`config.mk`:
```
export PLATFORM = sky130hd
export DESIGN_NAME = button_event_decoder
export DESIGN_NICKNAME = d
export VERILOG_FILES = /design/src/rtl/button_event_decoder.sv
export SDC_FILE = /design/constraint.sdc
export NUM_CORES = 1
export LEC_CHECK = 0
export ABC_AREA = 1
export ABC_CLOCK_PERIOD_IN_PS = 1900
export BUFFER_PORTS_ARGS = -buffer_cell sky130_fd_sc_hd__buf_2
export CAP_MARGIN = 20
export CORE_ASPECT_RATIO = 0.5
export CORE_MARGIN = 3
export CORE_UTILIZATION = 40
export DETAILED_ROUTE_END_ITERATION = 8
export HOLD_SLACK_MARGIN = 0.1
export SETUP_SLACK_MARGIN = 0.1
export SLEW_MARGIN = 30
export SYNTH_ARGS = -nofsm -noshare
export SYNTH_HDL_FRONTEND = slang
export SYNTH_SLANG_ARGS = --single-unit
```
`constraint.sdc`:
```
create_clock -name clk -period 1.9 [get_ports clk]
set_clock_uncertainty 0.05 [all_clocks]
set_input_delay 0.475 -clock clk [delete_from_list [all_inputs] [get_ports clk]]
set_output_delay 0.475 -clock clk [all_outputs]
set_load 0.01 [all_outputs]
```
`src/rtl/button_event_decoder.sv`:
```
// Turns a debounced, clk-synchronous button level into single-cycle press, release,
// click, long-press and auto-repeat pulses, plus a wrapping 8-bit press counter.
module button_event_decoder #(
   parameter int unsigned LONG_CYCLES   = 50_000_000,
   parameter int unsigned REPEAT_CYCLES = 10_000_000
) (
   input  logic       clk,
   input  logic       reset,
   input  logic       button_debounced,
   output logic       press_pulse,
   output logic       release_pulse,
   output logic       click_pulse,
   output logic       long_pulse,
   output logic       repeat_pulse,
   output logic       held,
   output logic [7:0] press_count
);

   localparam int unsigned CNT_MAX = (LONG_CYCLES > REPEAT_CYCLES) ? LONG_CYCLES : REPEAT_CYCLES;
   localparam int unsigned CNT_W   = (CNT_MAX > 1) ? $clog2(CNT_MAX) : 1;
   localparam logic [CNT_W-1:0] LONG_LAST   = CNT_W'(LONG_CYCLES - 1);
   localparam logic [CNT_W-1:0] REPEAT_LAST = CNT_W'(REPEAT_CYCLES - 1);

   typedef enum logic [1:0] {
      S_IDLE,
      S_SHORT,
      S_LONG
   } state_t;

   state_t           r_state, w_state;
   logic [CNT_W-1:0] r_cnt, w_cnt;
   logic             r_prev;
   logic             r_press, r_release, r_click, r_long, r_repeat, r_held;
   logic             w_press, w_release, w_click, w_long, w_repeat, w_held;
   logic [7:0]       r_count, w_count;
   logic             w_rise;

   assign w_rise = button_debounced & ~r_prev;

   // A release always takes priority over a threshold hit on the same cycle.
   always_comb begin
      w_state   = r_state;
      w_cnt     = r_cnt;
      w_count   = r_count;
      w_press   = 1'b0;
      w_release = 1'b0;
      w_click   = 1'b0;
      w_long    = 1'b0;
      w_repeat  = 1'b0;
      case (r_state)
         S_IDLE: begin
            if (w_rise) begin
               w_press = 1'b1;
               w_count = r_count + 8'd1;
               w_cnt   = '0;
               w_state = S_SHORT;
            end
         end
         S_SHORT: begin
            if (!button_debounced) begin
               w_release = 1'b1;
               w_click   = 1'b1;
               w_state   = S_IDLE;
            end else if (r_cnt == LONG_LAST) begin
               w_long  = 1'b1;
               w_cnt   = '0;
               w_state = S_LONG;
            end else begin
               w_cnt = r_cnt + CNT_W'(1);
            end
         end
         S_LONG: begin
            if (!button_debounced) begin
               w_release = 1'b1;
               w_state   = S_IDLE;
            end else if (r_cnt == REPEAT_LAST) begin
               w_repeat = 1'b1;
               w_cnt    = '0;
            end else begin
               w_cnt = r_cnt + CNT_W'(1);
            end
         end
         default: w_state = S_IDLE;
      endcase
      w_held = (w_state != S_IDLE);
   end

   // prev resets to 1 so a button already down at reset release is not a press.
   always_ff @(posedge clk) begin
      if (reset) begin
         r_prev    <= 1'b1;
         r_state   <= S_IDLE;
         r_cnt     <= '0;
         r_count   <= '0;
         r_press   <= 1'b0;
         r_release <= 1'b0;
         r_click   <= 1'b0;
         r_long    <= 1'b0;
         r_repeat  <= 1'b0;
         r_held    <= 1'b0;
      end else begin
         r_prev    <= button_debounced;
         r_state   <= w_state;
         r_cnt     <= w_cnt;
         r_count   <= w_count;
         r_press   <= w_press;
         r_release <= w_release;
         r_click   <= w_click;
         r_long    <= w_long;
         r_repeat  <= w_repeat;
         r_held    <= w_held;
      end
   end

   assign press_pulse   = r_press;
   assign release_pulse = r_release;
   assign click_pulse   = r_click;
   assign long_pulse    = r_long;
   assign repeat_pulse  = r_repeat;
   assign held          = r_held;
   assign press_count   = r_count;

endmodule

```
==> summary.md, run 1 <==
| Metric | Value |
|---|---|
| Internal Power | 1470 uW |
| Worst Path Required | 2.03 ns |
| Final Hold Fails | 0 |
| Critical path buffers and inverters | 2 |
| Post-synth top area share | 34.7% |
| Met1 Wirelength | 2850 um |
| Initial antenna violation count | 0 |
| Num rows | 19 |
| Top sig layer | met4 |
| Register area share after synthesis | 34.7% |
| Post-Place Cells | 478 |
| Wirelength per Cell | 12.1 um |
| Clock latency on the worst-skew pair | 0.28 ns |
| Worst path arrival time | 1.88 ns |
| Worst hold path type | reg2reg |
| CTS tree | yes |
| Hold depth | 1 |
| Worst Max-Slew Pin Slew | 0.334 ns |
| Count of input and output buffers | 16 |
| Post-Route Setup TNS | 0 ns |
| Tmin final | 1.76 ns |
| Max Transition Viols Final | 0 |
| Synthesized cell area | 2480 sq um |
| Area growth, synth to finish | 19.4% |
| Pwr dens | 639 nW/um^2 |
| Pin count of the biggest net entering global routing | 13 |
| Final setup fails | 0 |
| Clock sink total | 43 |
| Count leader, synth | nand2_1 |
| CTS H-tree lvls | 2 |
| Endpoint, Worst Hold | press_count[6] |
| Vias | 2394 |
| Critical Path Fanout Max | 7 |
| Cell count after synthesis | 374 |
| Clock Tree Root | clkbuf_16 |
| DR WL met3 | 343 um |
| Worst setup EP type | flip-flop |
| Asr flop ratio synth | 0% |
| Core footprint | 5730 sq um |
| Cells on worst reg2reg path | 9 |
| Leakage | 0.00116 uW |
| Critical-path top delay cell | dfxtp_2 |
| Most area-consuming cells after synthesis | dfxtp_1 (35%), nand2_1 (14%), inv_1 (7.3%) |
| EDFF count, synth | 0 |
| Clock-pin slew on the worst setup and hold paths | 0.06 ns |
| DRC Markers | 0 |
| Hold slack | 0.421 ns |
| Yosys warning total | 0 |
| Vias/cell | 4.92 |
| TritonCTS buffer count | 5 |
| Routed Antenna Nets | 0 |
| Reg2Reg Capture Point | r_cnt[13] |
| Largest buffer count on any clock path | 2 |
| Part of the power in registers | 48.2% |
| Outcome | finished clean |
| Die H | 61.7 um |
| IO Pins | 17 |
| R2r startpoint | r_state[0] |
| Drt first pass iters | 5 |
| HPWL after detailed placement | 4310 um |
| RSZ-0062 raised after global routing | true |
| Die width | 117 um |
| First-pass GRT wire length | 9640 um |
| Die ar. | 7250 sq um |
| Ys flop type | dfxtp_1 |
| Nets | 413 |
| Gr ovfl total | 0 |
| Syn Area/Cell | 6.64 sq um |
| Max stage delay on crit path | 0.35 ns |
| Total global-route track usage | 16.8% |
| Switching power | 429 uW |
| Synth area leader | dfxtp_1 |
| Number of global-route vias before repair | 2109 |
| Reg2reg setup slack | 0.14 ns |
| Max IR drop VDD | 0.000399 V |
| Setup CP Type | reg2reg |
| Worst path cell trace | inv_1, ha_2, o21ai_2, nand3_2, buf_4, nor3_4, nand2_1, xor2_1, nor2_2 |
| Layout cells sized above 1 | 21.6% |
| Comb pwr share | 7.0% |
| Count of non-filler cells in the finished layout | 487 |
| Fillers | 557 |
| Synth top cells by count | nand2_1 (92), inv_1 (48), nor2_1 (46), dfxtp_1 (43), nand3_1 (29) |
| GPL Wtd Cong | 0.864 |
| Post-route cell area | 2970 sq um |
| WL met2 | 2630 um |
| Placed cell areas | 2720 sq um |
| N_diodes | 0 |
| Final period utilization | 92.5% |
| Rel. slew slack | 77.5% |
| Max_cap viols | 0 |
| Total power | 1900 uW |
| Fmax | 0.569 GHz |
| Setup crit start kind | flip-flop |
| Family with the most delay on the worst path | simple AND/OR/NAND/NOR gates |
| Iteration-0 DRC Markers | 133 |
| Hold_sp | press_count[6] |
| Clock Power Share | 44.8% |
| DRT Wirelength | 5910 um |
| Yosys reg bits | 43 |
| Yosys cell types | 29 |
| Initial core utilization | 43.4% |
| Post-Syn Nets | 384 |
| Sw Share | 22.6% |
-- metrics by stage --
step           utilization [%]  setup WS, ns
6_report                  51.8         0.142
5_1_grt                   51.8        0.0227
4_1_cts                   50.2        0.0966
3_5_place_dp              47.5        0.0328
3_3_place_gp              47.5         0.106
2_1_floorplan                -         0.206
-- layer usage --
layer  vias to the layer above  track usage, %
li1                       1240               -
met1                      1089            21.6
met2                        56            28.3
met3                         9            4.16
met4                         0            6.34
met5                         -               0
-- power groups by stage --
| stage | Sequential, uW | Combinational (uW) | Clock, uW |
|---|---|---|---|
| 2_1_floorplan | 936 | 77.8 | 0 |
| 3_3_place_gp | 933 | 119 | 0 |
| 3_5_place_dp | 934 | 120 | 0 |
| 4_1_cts | 914 | 121 | 869 |
| 5_1_grt | 914 | 147 | 904 |
| 6_report | 914 | 133 | 849 |
-- logic make-up (layout without fill, tap and decap cells) --
family / Yosys count / count (layout) / synth area share [%]
buf+inv: 59 / 88 / 9.67
simple gates: 219 / 219 / 41.3
compound gates: 36 / 36 / 7.36
fa+ha+maj: 7 / 7 / 3.53
flops: 43 / 43 / 34.7
xor+xnor: 10 / 10 / 3.53
-- how the worst max path moves through the flow --
stage	cells after the start	from	slack (ns)	end
5_1_grt	9	r_state[0]	0.02	r_cnt[13]
3_5_place_dp	9	r_state[0]	0.03	r_cnt[10]
6_report	9	r_state[0]	0.14	r_cnt[13]
3_3_place_gp	9	r_state[0]	0.11	r_cnt[10]
2_1_floorplan	9	r_state[1]	0.21	r_cnt[10]
4_1_cts	8	r_cnt[0]	0.1	r_cnt[16]
-- sequential cells by signal (all words and copies together), names as in the netlist --
name and flops:
r_cnt 26, click_pulse 1, press_pulse 1, repeat_pulse 1
held 1, r_state 2, r_prev 1, press_count 8
long_pulse 1, release_pulse 1
-- placed cells by master, fill, tap and decap left out, drive strengths merged --
master	Yosys	final
or2	1	1
xor2	10	10
inv	51	51
nand3	30	30
clkinv	0	1
o21ai	15	15
nand2	102	102
nor4	3	3
nor2	65	65
buf	6	30
nand4	8	8
dfxtp	43	43
o31ai	1	1
clkbuf	2	6
nor3b	1	1
nand3b	1	1
ha	7	7
nor3	8	8
a21oi	20	20
-- area by class of cell --
class,instances,area [sq um],area share (%)
sequential,43,865,29.2
clock inverter,1,5.00,0.169
clock buffer,6,139,4.68
multi-input combinational,272,1460,49.2
inverter,51,191,6.46
timing repair buffer,30,201,6.79
tap,84,105,3.54
-- timing repair --
| item | CTS | global route |
|---|---|---|
| setup endpoints to repair | 8 | 30 |
| buffers inserted | 0 | 2 |
| resized for setup | 4 | 20 |
| hold buffers | 0 | 0 |
| pin swaps | 0 | 2 |
(Power assumes the default switching activity.)
==> run 2: changes to the inputs <==
--- a/config.mk
+++ b/config.mk
@@ -6,7 +6,7 @@
 export NUM_CORES = 1
 export LEC_CHECK = 0
 export ABC_AREA = 1
-export ABC_CLOCK_PERIOD_IN_PS = 1900
+export ABC_CLOCK_PERIOD_IN_PS = 2100
 export BUFFER_PORTS_ARGS = -buffer_cell sky130_fd_sc_hd__buf_2
 export CAP_MARGIN = 20
 export CORE_ASPECT_RATIO = 0.5
==> constraint.sdc (replaced) <==
create_clock -name clk -period 2.1 [get_ports clk]
set_clock_uncertainty 0.05 [all_clocks]
set_input_delay 0.525 -clock clk [delete_from_list [all_inputs] [get_ports clk]]
set_output_delay 0.525 -clock clk [all_outputs]
set_load 0.01 [all_outputs]
==> summary.md, run 2 (same netlist as run 1, synthesis figures left out) <==
| Metric | Value |
|---|---|
| Gr ovfl total | 0 |
| Post-CTS Setup Bufs | 0 |
| Vias | 2339 |
| Nets | 404 |
| Final Hold Fails | 0 |
| Clock latency on the worst-skew pair | 0.29 ns |
| HPWL after detailed placement | 4340 um |
| Worst Path Required | 2.23 ns |
| Max stage delay on crit path | 0.37 ns |
| GRT met2 Usage | 29.2% |
| Max IR drop VDD | 0.000389 V |
| Max_cap viols | 0 |
| GRT busiest layer | met2 |
| Layout cells sized above 1 | 17.5% |
| GPL Wtd Cong | 0.874 |
| Worst path cell trace | ha_1, nand2_2, nor2_2, nand2_2, nor2_1, nand2_1, nand2_1, nand2_4, nand2_4, nand2_4, nand2_8, nor2_1 |
| DRT Wirelength | 5790 um |
| Number of global-route vias before repair | 2219 |
| Pwr dens | 597 nW/um^2 |
| Met3 usage | 4.52% |
| Worst Max-Slew Pin Slew | 0.336 ns |
| Setup crit start kind | flip-flop |
| Worst hold path type | reg2reg |
| Worst path arrival time | 1.97 ns |
| Die H | 61.7 um |
| Count of input and output buffers | 16 |
| Fillers | 568 |
| Final Core Density | 49.6% |
| IO Pins | 17 |
| Fmax | 0.541 GHz |
| CTS tree | yes |
| Clock Tree Root | clkbuf_16 |
| Wirelength per Cell | 12.1 um |
| Final setup fails | 0 |
| Max reg flops | 26 |
| Comb pwr share | 6.2% |
| Met1 Use GR | 22.5% |
| Most common cell after layout, fill and taps aside | nand2_1 |
| Clock Power Share | 45.0% |
| Max Transition Viols Final | 0 |
| Switching power | 405 uW |
| Leakage | 0.00110 uW |
| Largest buffer count on any clock path | 2 |
| Critical path buffers and inverters | 0 |
| Critical-path top delay cell | dfxtp_1 |
| Register area | 863 sq um |
| RSZ-0062 raised after global routing | true |
| Die width | 117 um |
| TritonCTS buffer count | 5 |
| Rel. slew slack | 77.4% |
| Internal Power | 1290 uW |
| Vias/cell | 4.88 |
| Initial antenna violation count | 0 |
| Worst setup EP type | flip-flop |
| Critical Path Fanout Max | 13 |
| Tmin final | 1.85 ns |
| Post-Route Setup TNS | 0 ns |
| Setup CP Type | reg2reg |
| Outcome | finished clean |
| Die ar. | 7250 sq um |
| Core footprint | 5730 sq um |
| Initial core utilization | 43.4% |
| Clock sink total | 43 |
| CTS H-tree lvls | 2 |
| First-pass GRT wire length | 10100 um |
| Clock-pin slew on the worst setup and hold paths | 0.06 ns |
| Area growth, synth to finish | 14.3% |
| Total global-route track usage | 17.3% |
| CP dominant cell by count | nand2_4 |
| Sw Share | 23.9% |
| Family with the most delay on the worst path | simple AND/OR/NAND/NOR gates |
| Pin count of the biggest net entering global routing | 14 |
| N_diodes | 0 |
| Biggest register | r_cnt |
| Num rows | 19 |
| Final period utilization | 88.0% |
| Drt first pass iters | 4 |
| DRC Markers | 0 |
| Most frequent cells in the layout | nand2_1 (91), inv_1 (47), nor2_1 (46) |
| Iteration-0 DRC Markers | 114 |
| Routed Antenna Nets | 0 |
| Multi-input gate area | 1420 sq um |
| Part of the power in registers | 48.8% |
## run 2: cell count changes in the layout (fill, tap and decap cells not counted), moves of 2 or more
| cell | change |
|---|---|
| nand2_2 | -2 |
| buf_4 | -7 |
| ha_1 | +4 |
| nor2_4 | -3 |
| nor2_2 | +3 |
| clkinvlp_4 | +2 |
| nand2_1 | +2 |
| ha_2 | -4 |
## run 2: area by class of cell
type	instances	share of cell area, %
Clock buffer	6	4.54
Clock inverter	2	0.441
Inverter	51	6.88
Multi-Input combinational cell	272	49.9
Sequential cell	43	30.4
Tap cell	84	3.70
Timing Repair Buffer	21	4.14
## run 2: final timing paths
| check | from | end | slack (ns) | cells past startpoint |
|---|---|---|---|---|
| hold reg to reg | press_count[6] | press_count[6] | 0.43 | 1 |
| setup reg to reg | r_cnt[1] | r_cnt[3] | 0.25 | 12 |
| setup / recovery | r_cnt[1] | r_cnt[3] | 0.25 | 12 |
| hold / removal | press_count[6] | press_count[6] | 0.43 | 1 |
## run 2: per-layer routing
layer / part of all wire, % / vias up
li1: - / 1222
met2: 44 / 49
met4: 1.1 / 0
met3: 6.1 / 5
met5: 0 / -
met1: 49 / 1063
## run 2: power by group through the flow
stage	Sequential, uW	Clock, uW	Combinational [uW]
floorplan	847	0	70.4
global placement	844	0	96.0
detailed placement	845	0	98.7
CTS	827	773	98.8
global route	827	817	117
finish	827	763	106
## run 2: what timing repair did
item | in CTS | in global routing
resized for setup | 0 | 10
setup endpoints to repair | 0 | 23
hold buffers | 0 | 0
endpoints found under the hold margin | 0 | 0
## run 2: stage by stage
stage | cells | hold slack (ns) | area, sq um | setup WS [ns] | total power (uW)
2_1_floorplan | 374 | 0.412 | 2480 | 0.406 | 917
3_3_place_gp | 471 | 0.406 | 2660 | 0.200 | 940
3_5_place_dp | 471 | 0.417 | 2660 | 0.151 | 944
4_1_cts | 479 | 0.426 | 2800 | 0.132 | 1700
5_1_grt | 479 | 0.454 | 2840 | 0.0847 | 1760
6_report | 479 | 0.427 | 2840 | 0.252 | 1700
==> run 3: changes to the inputs <==
--- a/config.mk
+++ b/config.mk
@@ -9,7 +9,7 @@
 export ABC_CLOCK_PERIOD_IN_PS = 2100
 export BUFFER_PORTS_ARGS = -buffer_cell sky130_fd_sc_hd__buf_2
 export CAP_MARGIN = 20
-export CORE_ASPECT_RATIO = 0.5
+export CORE_ASPECT_RATIO = 1.1
 export CORE_MARGIN = 3
 export CORE_UTILIZATION = 40
 export DETAILED_ROUTE_END_ITERATION = 8
==> summary.md, run 3 (same netlist as run 1, synthesis figures left out) <==
| Metric | Value |
|---|---|
| Outcome | finished clean |
| Final period utilization | 89.8% |
| Fillers | 656 |
| Final Hold Fails | 0 |
| Nets | 403 |
| GPL Wtd Cong | 0.866 |
| CTS hold repair buffers | 0 |
| Vias | 2306 |
| Worst setup EP type | flip-flop |
| Core footprint | 5880 sq um |
| Pin count of the biggest net entering global routing | 20 |
| RSZ-0062 raised after global routing | true |
| Num rows | 29 |
| Tmin final | 1.89 ns |
| Number of global-route vias before repair | 2176 |
| Critical path buffers and inverters | 2 |
| Drt first pass iters | 5 |
| Clock latency on the worst-skew pair | 0.30 ns |
| TritonCTS buffer count | 5 |
| Family with the most delay on the worst path | simple AND/OR/NAND/NOR gates |
| Rel. slew slack | 73.4% |
| Routed Antenna Nets | 0 |
| Initial antenna violation count | 0 |
| HPWL after detailed placement | 4120 um |
| Number of cells on the critical path | 9 |
| Critical Path Fanout Max | 10 |
| Worst setup path start | r_state[0] |
| Critical Path End | r_cnt[13] |
| Layout cells sized above 1 | 17.3% |
| Setup crit start kind | flip-flop |
| Multi-input gate area | 1410 sq um |
| Final setup fails | 0 |
| Clock-pin slew on the worst setup and hold paths | 0.09 ns |
| DRT Wirelength | 5530 um |
| Reg2Reg Capture Point | r_cnt[13] |
| Post-route cell area | 2780 sq um |
| Clock sink total | 43 |
| Total global-route track usage | 17.5% |
| R2r startpoint | r_state[0] |
| Wirelength per Cell | 11.7 um |
| Worst path arrival time | 2.03 ns |
| Register area | 866 sq um |
| Max Transition Viols Final | 0 |
| IO Pins | 17 |
| Gr ovfl total | 0 |
| Area growth, synth to finish | 11.9% |
| Max stage delay on crit path | 0.36 ns |
| Setup CP Type | reg2reg |
| CTS H-tree lvls | 2 |
| N_diodes | 0 |
| Most common cell after layout, fill and taps aside | nand2_1 |
| Biggest register | r_cnt |
| Reg2reg setup slack | 0.21 ns |
| DRC Markers | 0 |
| CTS tree | yes |
| Max reg flops | 26 |
| Clock Tree Root | clkbuf_8 |
| First-pass GRT wire length | 9790 um |
| Worst Path Required | 2.24 ns |
| Initial core utilization | 42.3% |
| Hold slack | 0.433 ns |
| Iteration-0 DRC Markers | 75 |
| Worst Max-Slew Pin Slew | 0.399 ns |
| Fmax | 0.530 GHz |
| Cells on worst reg2reg path | 9 |
| Post-CTS Setup Bufs | 0 |
| Die width | 81.1 um |
| Worst hold path type | reg2reg |
| Max_cap viols | 0 |
| Most frequent cells in the layout | nand2_1 (91), inv_1 (47), nor2_1 (46) |
| Placed cell areas | 2640 sq um |
| Count of input and output buffers | 16 |
| Max IR drop VDD | 0.000306 V |
| Largest buffer count on any clock path | 2 |
| Vias/cell | 4.90 |
| Pwr dens | 540 nW/um^2 |
| Worst path cell trace | inv_1, ha_1, o21ai_1, nand3_2, buf_6, nor3_2, nand2_1, xor2_1, nor2_2 |
| Post-Route Setup TNS | 0 ns |
| Leakage | 0.00107 uW |
| Die H | 88.6 um |
| Die ar. | 7190 sq um |
| Total power | 1500 uW |
| Critical-path top delay cell | dfxtp_2 |
## run 3: changes by cell type in the layout (fill, tap and decap cells not counted), sizes merged
cell	delta
buf	-1
## run 3: cell type report
class	count	area share (%)
multi-input combinational	272	50.7
sequential	43	31.1
inverter	51	7.02
timing repair buffer	20	4.10
tap	77	3.47
clock buffer	6	2.97
clock inverter	2	0.585
## run 3: layer usage
layer | share of wire, % | track usage [%] | vias to the layer above
li1 | - | - | 1215
met1 | 47 | 21.6 | 1053
met2 | 48 | 30.2 | 32
met3 | 3.0 | 3.36 | 6
met4 | 2.0 | 6.45 | 0
met5 | 0 | 0 | -
## run 3: how the worst min path moves through the flow
stage                    from        endpoint  slack, ns  depth (start not counted)
6_report       press_count[6]  press_count[6]       0.43                          1
3_5_place_dp   press_count[6]  press_count[6]       0.42                          1
3_3_place_gp   press_count[1]  press_count[1]       0.42                          2
4_1_cts        press_count[6]  press_count[6]       0.44                          1
5_1_grt              r_cnt[1]        r_cnt[1]       0.46                          2
2_1_floorplan        r_cnt[1]        r_cnt[1]       0.41                          2
## run 3: power by group
part | switching [uW] | leakage (uW) | internal, uW
Combinational | 73.9 | 0.000679 | 27.9
Clock | 308 | 0.0000474 | 269
Sequential | 4.41 | 0.000348 | 820
## run 3: stage by stage
step / std cells / worst slack (ns) / util [%]
after global routing: 471 / 0.0556 / 47.3
after detailed placement: 463 / 0.135 / 44.9
after floorplan: 374 / 0.406 / -
after global placement: 463 / 0.209 / 44.9
final: 471 / 0.214 / 47.3
after CTS: 471 / 0.116 / 46.6
## run 3: timing repair
action	in CTS	in global routing
gates resized for setup	0	11
endpoints found under the hold margin	0	0
endpoints found under the setup margin	0	22
